==> config.mk <==
export PLATFORM = sky130hd
export DESIGN_NAME = oflow_history_line_reader
export DESIGN_NICKNAME = d
export VERILOG_FILES = /design/src/rtl/oflow_history_line_reader.sv
export SDC_FILE = /design/constraint.sdc
export NUM_CORES = 1
export LEC_CHECK = 0
export ABC_AREA = 1
export BUFFER_PORTS_ARGS = -buffer_cell sky130_fd_sc_hd__buf_2
export CAP_MARGIN = 40
export CORE_UTILIZATION = 49
export DETAILED_ROUTE_END_ITERATION = 8
export PLACE_DENSITY_LB_ADDON = 0.3
export SETUP_SLACK_MARGIN = 0.3
export SKIP_CTS_REPAIR_TIMING = 1
export SYNTH_ARGS = -nofsm -noshare
export SYNTH_HDL_FRONTEND = slang
export SYNTH_SLANG_ARGS = --single-unit
==> constraint.sdc <==
create_clock -name clk -period 2.4 [get_ports clk]
set_input_delay 0.48 -clock clk [delete_from_list [all_inputs] [get_ports clk]]
set_output_delay 0.48 -clock clk [all_outputs]
set_load 0.05 [all_outputs]
==> src/rtl/oflow_history_line_reader.sv <==
// Sweeps the stored history frames two bbox words per line, issuing buffer reads and
// handing each captured line to the similarity metric with a valid/ready handshake.
module oflow_history_line_reader #(
    parameter int DATA_WIDTH                  = 32,
    parameter int TOTAL_FRAME_NUM_WIDTH       = 8,
    parameter int NUM_OF_HISTORY_FRAMES_WIDTH = 3,
    parameter int NUM_OF_BBOX_IN_FRAME_WIDTH  = 6
) (
    input  logic                                   clk,
    input  logic                                   reset_N,
    input  logic                                   start,
    input  logic [TOTAL_FRAME_NUM_WIDTH-1:0]       frame_num,
    input  logic [NUM_OF_HISTORY_FRAMES_WIDTH-1:0] num_of_history_frames,
    input  logic [NUM_OF_BBOX_IN_FRAME_WIDTH-1:0]  num_of_bbox_in_frame,
    output logic                                   rd_en,
    output logic [TOTAL_FRAME_NUM_WIDTH-1:0]       frame_to_read,
    output logic [NUM_OF_BBOX_IN_FRAME_WIDTH-1:0]  offset_0,
    output logic [NUM_OF_BBOX_IN_FRAME_WIDTH-1:0]  offset_1,
    input  logic [DATA_WIDTH-1:0]                  data_in_0,
    input  logic [DATA_WIDTH-1:0]                  data_in_1,
    output logic [DATA_WIDTH-1:0]                  line_data_0,
    output logic [DATA_WIDTH-1:0]                  line_data_1,
    output logic                                   line_valid,
    output logic                                   line_valid_1,
    input  logic                                   line_ready,
    output logic                                   busy,
    output logic                                   done_read,
    output logic [NUM_OF_HISTORY_FRAMES_WIDTH-1:0] counter_of_history_frame
);

    // state     | meaning
    // IDLE      | waiting for start
    // ISSUE     | one-cycle read strobe for current frame/line
    // WAIT_DATA | buffer returns data, captured at cycle end
    // PRESENT   | line held valid until the metric accepts it
    // DONE      | one-cycle completion pulse
    typedef enum logic [2:0] {IDLE, ISSUE, WAIT_DATA, PRESENT, DONE} state_t;

    localparam int F = TOTAL_FRAME_NUM_WIDTH;
    localparam int H = NUM_OF_HISTORY_FRAMES_WIDTH;
    localparam int B = NUM_OF_BBOX_IN_FRAME_WIDTH;
    localparam logic [H-1:0] H_ONE = 1;
    localparam logic [B-1:0] B_ONE = 1;

    state_t         state, state_nxt;
    logic [F-1:0]   frame_lat;
    logic [H-1:0]   eff_frames, eff_calc, h;
    logic [B-1:0]   bbox_lat, line, lines_per_frame;
    logic           last_line, last_frame, transfer;

    always_comb begin
        eff_calc = num_of_history_frames;
        if (frame_num < {{(F-H){1'b0}}, num_of_history_frames})
            eff_calc = frame_num[H-1:0];
    end

    assign lines_per_frame = (bbox_lat >> 1) + {{(B-1){1'b0}}, bbox_lat[0]};
    assign last_line       = (line == lines_per_frame - B_ONE);
    assign last_frame      = (h == eff_frames);
    assign transfer        = (state == PRESENT) && line_ready;

    always_ff @(posedge clk or negedge reset_N) begin
        if (!reset_N) state <= IDLE;
        else          state <= state_nxt;
    end

    always_comb begin
        state_nxt = state;
        case (state)
            IDLE:
                if (start) begin
                    if (eff_calc == '0 || num_of_bbox_in_frame == '0) state_nxt = DONE;
                    else                                               state_nxt = ISSUE;
                end
            ISSUE:     state_nxt = WAIT_DATA;
            WAIT_DATA: state_nxt = PRESENT;
            PRESENT:
                if (line_ready) state_nxt = (last_line && last_frame) ? DONE : ISSUE;
            DONE:      state_nxt = IDLE;
            default:   state_nxt = IDLE;
        endcase
    end

    // h is not bumped past the last frame so the counter still reads eff_frames in DONE
    always_ff @(posedge clk or negedge reset_N) begin
        if (!reset_N) begin
            frame_lat   <= '0;
            eff_frames  <= '0;
            bbox_lat    <= '0;
            h           <= '0;
            line        <= '0;
            line_data_0 <= '0;
            line_data_1 <= '0;
        end else begin
            if (state == IDLE && start) begin
                frame_lat  <= frame_num;
                eff_frames <= eff_calc;
                bbox_lat   <= num_of_bbox_in_frame;
                h          <= H_ONE;
                line       <= '0;
            end
            if (state == WAIT_DATA) begin
                line_data_0 <= data_in_0;
                line_data_1 <= data_in_1;
            end
            if (transfer) begin
                if (last_line) begin
                    line <= '0;
                    if (!last_frame) h <= h + H_ONE;
                end else begin
                    line <= line + B_ONE;
                end
            end
        end
    end

    assign busy          = (state != IDLE);
    assign rd_en         = (state == ISSUE);
    assign done_read     = (state == DONE);
    assign line_valid    = (state == PRESENT);
    assign line_valid_1  = (state == PRESENT) && !(last_line && bbox_lat[0]);
    assign frame_to_read = rd_en ? frame_lat - {{(F-H){1'b0}}, h} : '0;
    assign offset_0      = rd_en ? {line[B-2:0], 1'b0} : '0;
    assign offset_1      = rd_en ? {line[B-2:0], 1'b1} : '0;
    assign counter_of_history_frame = busy ? h : '0;

endmodule

==> impl_metrics.yaml, run 1 <==
run_status:
  status: "complete, but fails checks"
  violations: "setup timing"
finish:
  stdcell_count: 713
  fillCellCount: 676
  multi_input_area_um2: 1890
  antenna_cells: 0
  drive_gt1_share_pct: 53.2
  register_area_um2: 2330
  layout_common_cells: "buf_2 (157), dfrtp_1 (93), mux2_2 (64)"
  area_growth_pct: 34.7
  post-route-util_pct: 67.8
  final_common_cell: "buf_2"
  final_nets: 695
yosys:
  avgSynthCellArea_um2: 10.6
  ys_seq_area_share_pct: 53.2
  ys_ff_latch: 93
  synth_area_leaders: "dfrtp_1 (53%), mux2_2 (16%), nand2_1 (5.6%)"
  synthArstFlopShare_pct: 100
  synth_fp_nets: 508
  ys_types: 31
  synth-edff-count: 0
  synth_top_cell_area_share_pct: 53.2
  synth_area_leader_cell: "dfrtp_1"
  syn_inst: 413
  yosys_warnings: 0
  synth_area_um2: 4370
  yosys_most_used_dff: "dfrtp_1"
clock_tree:
  path_clk_slew_ns: 0.10
  root_buffer: "clkbuf_8"
  cts_sinks: 93
  clk_latency_ns: 0.36
  cts_tree: "yes"
  cts_max_level: 3
  numCtsBuffers: 9
  clk_path_buf_depth: 2
critical_path:
  critPathCaptureType: "output port"
  cp_slowest_stage_delay_ns: 0.39
  path_max_fanout: 2
  criticalPathCategory: "register to output port"
  critical_path_arrival_ns: 2.11
  worstPathRequired_ns: 1.92
  cp_slowest_cell: "dfrtp_1"
  start_kind: "register"
  r2r_end: "h[0]$_DFF_PN0_"
  crit_family: "adder cells"
  cp_common_cell: "inv_1"
  worstPathCellList: "inv_1 > ha_2 > inv_1 > fa_2 > buf_4 > o21ai_0 > a21oi_4 > buf_2"
  r2r_slack_ns: 0.44
  r2r-start: "bbox_lat[0]$_DFFE_PN0P_"
  reg2reg_depth: 13
  path_buf_inv: 4
floorplan:
  die_area_um2: 9300
  core_area_um2: 8680
  fp.dieW_um: 96.5
  die_h_um: 96.5
  initial_core_util_pct: 50.4
  ios: 177
  rows: 34
place:
  port_buffers: 175
  dp.cells: 685
  hpwl_um: 7350
  dp_slack_ns: 0.0851
  place.gp.congestion: 0.840
drt:
  routedWlPerCell_um: 14.1
  drt_iter0_drc: 80
  postRouteAntennaNets: 0
  drt_wl_total_um: 10000
  drc_errors: 0
  drtPass1Iterations: 4
  via_count: 3517
  routed_via_density: 4.93
sta:
  setup_violations: 7
  hold_slack_ns: 0.343
  hold_viol_final: 0
  max_freq_mhz: 386
  fin_crit_ns: 2.59
  finalMaxSlewViolations: 0
  fin_ws_ns: -0.193
  finClkSkew_ns: 0.0125
  rsz0062_at_grt: "yes"
  finalCritPeriodShare_pct: 108
global_route:
  grt_usage_pct: 20.3
  grt_start_max_net_pins: 63
  grt_pass1_vias: 3153
  gr-usage-met3_pct: 3.68
  gr-total-overflow: 0
  met1_usage_pct: 26.0
  antenna_found_initial: 0
  met2_usage_pct: 34.2
  grt_first_pass_wirelength_um: 14300
  grt_busiest_layer: "met2"
job:
  cap_violations: 0
worst_hold_path:
  min_path_cells: 3
  worstHoldStart: "frame_num[3]"
  hold_class: "input port to register"
  hold_path_end: "frame_lat[3]$_DFFE_PN0P_"
==> through the flow <==
| stage | TNS [ns] | cell area, um^2 |
|---|---|---|
| after global placement | 0 | 5430 |
| after CTS | -1.45 | 5620 |
| after global routing | -1.79 | 5890 |
| after floorplan | 0 | 4450 |
| final | -0.923 | 5890 |
| after detailed placement | 0 | 5430 |
==> worst min-delay path, cell delays in order <==
cell	delay, ns
buf_2	0.09
nand2_1	0.04
o21ai_0	0.05
==> sequential cells by signal, summed over array words and instances, names as in the netlist <==
name,count
line_data_1,32
state,3
frame_lat,8
eff_frames,3
line_data_0,32
bbox_lat,6
line,6
h,3
==> final cells by class <==
type	instances	share of cell area [%]
timing repair buffer	194	19.7
inverter	50	3.21
clock buffer	10	2.34
tap	108	2.30
sequential	93	39.5
multi-input combinational	252	32.0
clock inverter	6	0.914
==> synthesized netlist by cell type, types with 6 or more instances <==
master    n
dfrtp_1  93
nand2_1  65
mux2_2   64
inv_1    44
o21ai_0  26
nand3_1  23
nor2_1   23
buf_4    12
ha_1      9
xnor2_1   6
==> worst max path at each step <==
stage | from | endpoint | slack, ns | cells past startpoint
5_1_grt | frame_lat[0]$_DFFE_PN0P_ | frame_to_read[6] | -0.32 | 9
2_1_floorplan | state[1]$_DFFE_PN0P_ | offset_1[1] | 0.09 | 5
3_3_place_gp | h[2]$_DFF_PN0_ | frame_to_read[7] | 0.18 | 10
4_1_cts | h[2]$_DFF_PN0_ | frame_to_read[7] | -0.32 | 10
3_5_place_dp | h[2]$_DFF_PN0_ | frame_to_read[7] | 0.09 | 10
6_report | frame_lat[0]$_DFFE_PN0P_ | frame_to_read[2] | -0.19 | 8
==> per-layer routing <==
| metal | vias up | part of all wire, % |
|---|---|---|
| li1 | 1725 | - |
| met1 | 1678 | 41 |
| met2 | 99 | 53 |
| met3 | 15 | 4.2 |
| met4 | 0 | 1.7 |
| met5 | - | 0 |
==> kinds of logic after synthesis <==
family                     after synthesis  share of synthesized area [%]
and+or+nand+nor                        127                           13.2
DFF                                     93                           53.2
buffers and inverters                   68                           6.98
muxes                                   64                           16.5
AOI/OAI and AO/OA                       39                           4.75
xor gates and xnor gates                11                           2.20
adders and majority gates               10                           3.03
other                                    1                         0.0858
Power of run 1 is not shown: default switching activity piles up to over one toggle a cycle in this logic, so the estimate is an artifact.
==> run 2: changes to the inputs <==
==> constraint.sdc (replaced) <==
create_clock -name clk -period 2.9 [get_ports clk]
set_input_delay 0.58 -clock clk [delete_from_list [all_inputs] [get_ports clk]]
set_output_delay 0.58 -clock clk [all_outputs]
set_load 0.05 [all_outputs]
==> impl_metrics.yaml, run 2 (same netlist as run 1, synthesis figures left out) <==
drt:
  postRouteAntennaNets: 0
  drtPass1Iterations: 4
  routed_via_density: 4.89
  drt_iter0_drc: 101
  routedWlPerCell_um: 13.5
  via_count: 3460
  drc_errors: 0
  drt_wl_total_um: 9580
critical_path:
  worstPathRequired_ns: 2.32
  critical_path_arrival_ns: 2.11
  cp_slowest_cell: "dfrtp_1"
  start_kind: "register"
  path_max_fanout: 4
  cp_slowest_stage_delay_ns: 0.42
  critPathCaptureType: "output port"
  crit_family: "flip-flops"
  path_buf_inv: 3
  r2r-start: "bbox_lat[0]$_DFFE_PN0P_"
  crit_path_start: "h[1]$_DFF_PN0_"
  worstPathCellList: "inv_2 > ha_4 > nand2_2 > nor2_2 > a211oi_2 > nand3_1 > inv_1 > a31oi_1 > nor2_2 > buf_6"
  cp_common_cell: "nor2_2"
  criticalPathCategory: "register to output port"
sta:
  finalCritPeriodShare_pct: 92.6
  setup_violations: 0
  finClkSkew_ns: 0.0156
  tns_ns: 0
  fin_crit_ns: 2.69
  hold_viol_final: 0
  rsz0062_at_grt: "yes"
  relSlewSlack_pct: 59.9
  finalMaxSlewViolations: 0
  max_freq_mhz: 372
  worstMarginPinSlew_ns: 0.602
clock_tree:
  clk_latency_ns: 0.37
  path_clk_slew_ns: 0.12
  cts_tree: "yes"
  cts_sinks: 93
  numCtsBuffers: 9
  clk_path_buf_depth: 2
  cts_max_level: 3
  root_buffer: "clkbuf_8"
place:
  port_buffers: 175
  place.gp.congestion: 0.818
  hpwl_um: 6970
worst_hold_path:
  hold_class: "input port to asynchronous set/reset pin"
finish:
  antenna_cells: 0
  layout_top_registers: "line_data_0 x32, line_data_1 x32, frame_lat x8"
  register_area_um2: 2330
  final_common_cell: "buf_2"
  drive_gt1_share_pct: 50.5
  multi_input_area_um2: 1830
  layout_common_cells: "buf_2 (167), dfrtp_1 (92), mux2_2 (64)"
  area_growth_pct: 31.2
  fillCellCount: 726
  final_nets: 690
floorplan:
  die_h_um: 96.5
  rows: 34
  initial_core_util_pct: 50.4
  die_area_um2: 9300
  ios: 177
  core_area_um2: 8680
  fp.dieW_um: 96.5
global_route:
  grt_first_pass_wirelength_um: 14000
  gr-total-overflow: 0
  grt_pass1_vias: 3148
  grt_start_max_net_pins: 60
  grt_usage_pct: 19.5
  antenna_found_initial: 0
run_status:
  status: "completed"
job:
  cap_violations: 0
run 2: worst register-to-register path, delay by kind of cell, from the launching register on:
kind                       cells  cell delay (ns)
and+or+nand+nor                7             0.70
DFF                            1             0.39
adders and majority gates      2             0.37
buffers and inverters          3             0.28
xor gates and xnor gates       1             0.12
run 2: cell type report:
type / instances / share of cell area, %
Inverter: 50 / 3.29
Clock buffer: 9 / 2.16
Multi-Input combinational cell: 252 / 31.9
Tap cell: 108 / 2.36
Sequential cell: 93 / 40.6
Clock inverter: 7 / 1.51
Timing Repair Buffer: 189 / 18.2
run 2: per-stage QoR:
| step | std cells | utilization [%] | cell area [um^2] | worst slack (ns) | hold slack, ns |
|---|---|---|---|---|---|
| final | 708 | 66.1 | 5730 | 0.214 | 0.197 |
| after global routing | 708 | 66.1 | 5730 | 0.0841 | 0.244 |
| after CTS | 697 | 63.8 | 5530 | -0.0267 | 0.214 |
| after detailed placement | 681 | 61.3 | 5320 | 0.381 | 0.479 |
| after global placement | 681 | 61.3 | 5320 | 0.424 | 0.467 |
| after floorplan | 413 | - | 4370 | 0.235 | 0.284 |
run 2: final timing paths:
check / to / cells past startpoint / slack (ns)
worst max-delay path: frame_to_read[7] / 10 / 0.21
worst min-delay path: line_data_1[26]$_DFFE_PN0N_ / 1 / 0.20
worst max register to register: h[2]$_DFF_PN0_ / 13 / 0.93
worst min register to register: line_data_1[16]$_DFFE_PN0N_ / 1 / 0.51
max in group asynchronous: line_data_1[24]$_DFFE_PN0N_ / 2 / 2.01
min in group clk: line_data_0[6]$_DFFE_PN0N_ / 2 / 0.43
run 2: metal layers:
metal	share of wire, %	routed length, um	GRT usage (%)
met5	0	0	0
met4	1.2	117	6.99
met3	4.3	415	3.05
met2	51	4920	33.6
met1	43	4130	24.9
Power of run 2 is left out for the same reason.
==> run 3: changes to the inputs <==
--- a/config.mk
+++ b/config.mk
@@ -8,7 +8,7 @@
 export ABC_AREA = 1
 export BUFFER_PORTS_ARGS = -buffer_cell sky130_fd_sc_hd__buf_2
 export CAP_MARGIN = 40
-export CORE_UTILIZATION = 49
+export CORE_UTILIZATION = 44
 export DETAILED_ROUTE_END_ITERATION = 8
 export PLACE_DENSITY_LB_ADDON = 0.3
 export SETUP_SLACK_MARGIN = 0.3
==> constraint.sdc (replaced) <==
create_clock -name clk -period 2.22 [get_ports clk]
set_input_delay 0.444 -clock clk [delete_from_list [all_inputs] [get_ports clk]]
set_output_delay 0.444 -clock clk [all_outputs]
set_load 0.05 [all_outputs]
==> impl_metrics.yaml, run 3 (same netlist as run 1, synthesis figures left out) <==
sta:
  finClkSkew_ns: 0.0174
  rsz0062_at_grt: "yes"
  finalCritPeriodShare_pct: 114
  fin_crit_ns: 2.53
  setup_violations: 8
  hold_viol_final: 0
  max_freq_mhz: 395
  finalMaxSlewViolations: 0
  fin_ws_ns: -0.314
  hold_slack_ns: 0.000664
global_route:
  antenna_found_initial: 0
  grt_first_pass_wirelength_um: 14800
  gr-total-overflow: 0
  grt_pass1_vias: 3233
  grt_usage_pct: 18.5
  grt_start_max_net_pins: 48
critical_path:
  path_buf_inv: 4
  path_max_fanout: 3
  reg2reg_depth: 13
  criticalPathCategory: "register to output port"
  r2r_end: "state[0]$_DFFE_PN0P_"
  critPathCaptureType: "output port"
  r2r-start: "bbox_lat[0]$_DFFE_PN0P_"
  crit_family: "adder cells"
  start_kind: "register"
  r2r_slack_ns: 0.37
  worstPathCellList: "inv_1 > ha_2 > inv_2 > fa_2 > nand2_2 > nand4_1 > buf_4 > a21oi_4 > buf_6"
  cp_slowest_cell: "dfrtp_1"
  critical_path_arrival_ns: 2.09
  cp_slowest_stage_delay_ns: 0.38
  worstPathRequired_ns: 1.78
finish:
  stdcell_count: 744
  final_common_cell: "buf_2"
  fillCellCount: 759
  layout_top_registers: "line_data_0 x32, line_data_1 x32, frame_lat x8"
  post-route-util_pct: 64.1
  layout_common_cells: "buf_2 (152), dfrtp_1 (91), mux2_2 (64)"
  antenna_cells: 0
  register_area_um2: 2330
  final_nets: 702
  drive_gt1_share_pct: 56.1
  area_growth_pct: 42.1
  multi_input_area_um2: 1990
drt:
  routedWlPerCell_um: 13.7
  via_count: 3568
  routed_via_density: 4.80
  drt_wl_total_um: 10200
  drt_iter0_drc: 107
  drtPass1Iterations: 6
  drc_errors: 1
  postRouteAntennaNets: 0
place:
  dp.cells: 718
  port_buffers: 175
  hpwl_um: 7610
  place.gp.congestion: 0.819
  dp_slack_ns: 0.0222
clock_tree:
  numCtsBuffers: 9
  cts_max_level: 3
  root_buffer: "clkbuf_8"
  clk_path_buf_depth: 2
  cts_tree: "yes"
  cts_sinks: 93
  clk_latency_ns: 0.36
  path_clk_slew_ns: 0.10
run_status:
  status: "complete, but fails checks"
  violations: "DRC, setup timing"
floorplan:
  initial_core_util_pct: 45.1
  die_area_um2: 10300
  fp.dieW_um: 102
  die_h_um: 102
  core_area_um2: 9680
  rows: 36
  ios: 177
worst_hold_path:
  hold_class: "input port to asynchronous set/reset pin"
job:
  cap_violations: 0
run 3: changes by cell type in the layout (fill, tap and decap cells not counted), moves of 5 or more:
cell and change:
buf_8 +10, nor2_4 +11, nand2_2 +5, inv_1 -5, buf_2 -15, nor2_1 -10, buf_6 +10, nand2_1 -5
run 3: cell type report:
type	count	share of cell area [%]
flip-flops and latches	93	37.5
multi-input cells	252	32.1
clock buffers	9	1.99
well taps	133	2.68
clock inverters	6	1.51
repair buffers	201	21.1
inverters	50	3.14
run 3: worst max path at each step:
| stage | slack, ns | startpoint | endpoint | cells past startpoint |
|---|---|---|---|---|
| floorplan | 0.09 | h[2]$_DFF_PN0_ | frame_to_read[7] | 9 |
| global placement | 0.07 | frame_lat[0]$_DFFE_PN0P_ | frame_to_read[6] | 9 |
| detailed placement | 0.02 | frame_lat[0]$_DFFE_PN0P_ | frame_to_read[6] | 9 |
| CTS | -0.38 | frame_lat[0]$_DFFE_PN0P_ | frame_to_read[6] | 9 |
| global route | -0.40 | frame_lat[0]$_DFFE_PN0P_ | frame_to_read[6] | 9 |
| finish | -0.31 | frame_lat[0]$_DFFE_PN0P_ | frame_to_read[6] | 9 |
run 3: layer usage:
layer	up-vias	part of all wire, %	track usage, %	wire, um
li1	1734	-	-	-
met1	1711	40	23.3	4040
met2	110	54	31.1	5480
met3	13	5.0	3.24	509
met4	0	1.4	8.36	144
met5	-	0	0	0
run 3: metrics by stage:
stage | instance area (um^2) | TNS (ns)
after floorplan | 4540 | 0
after global placement | 5610 | 0
after detailed placement | 5610 | 0
after CTS | 5820 | -2.24
after global routing | 6210 | -2.23
final | 6210 | -1.39
run 3: worst register-to-register path, stage by stage (launching register included):
cell and delay (ns):
dfrtp_1 0.38, inv_2 0.09, ha_4 0.15, ha_4 0.20, xnor2_2 0.12, nor2_1 0.13
nand2_2 0.08, nor2_4 0.11, buf_6 0.12, nand3_1 0.07, o21bai_1 0.12, nand2_1 0.06
nand2_1 0.06, nand2_1 0.05
Power of run 3 is left out for the same reason.
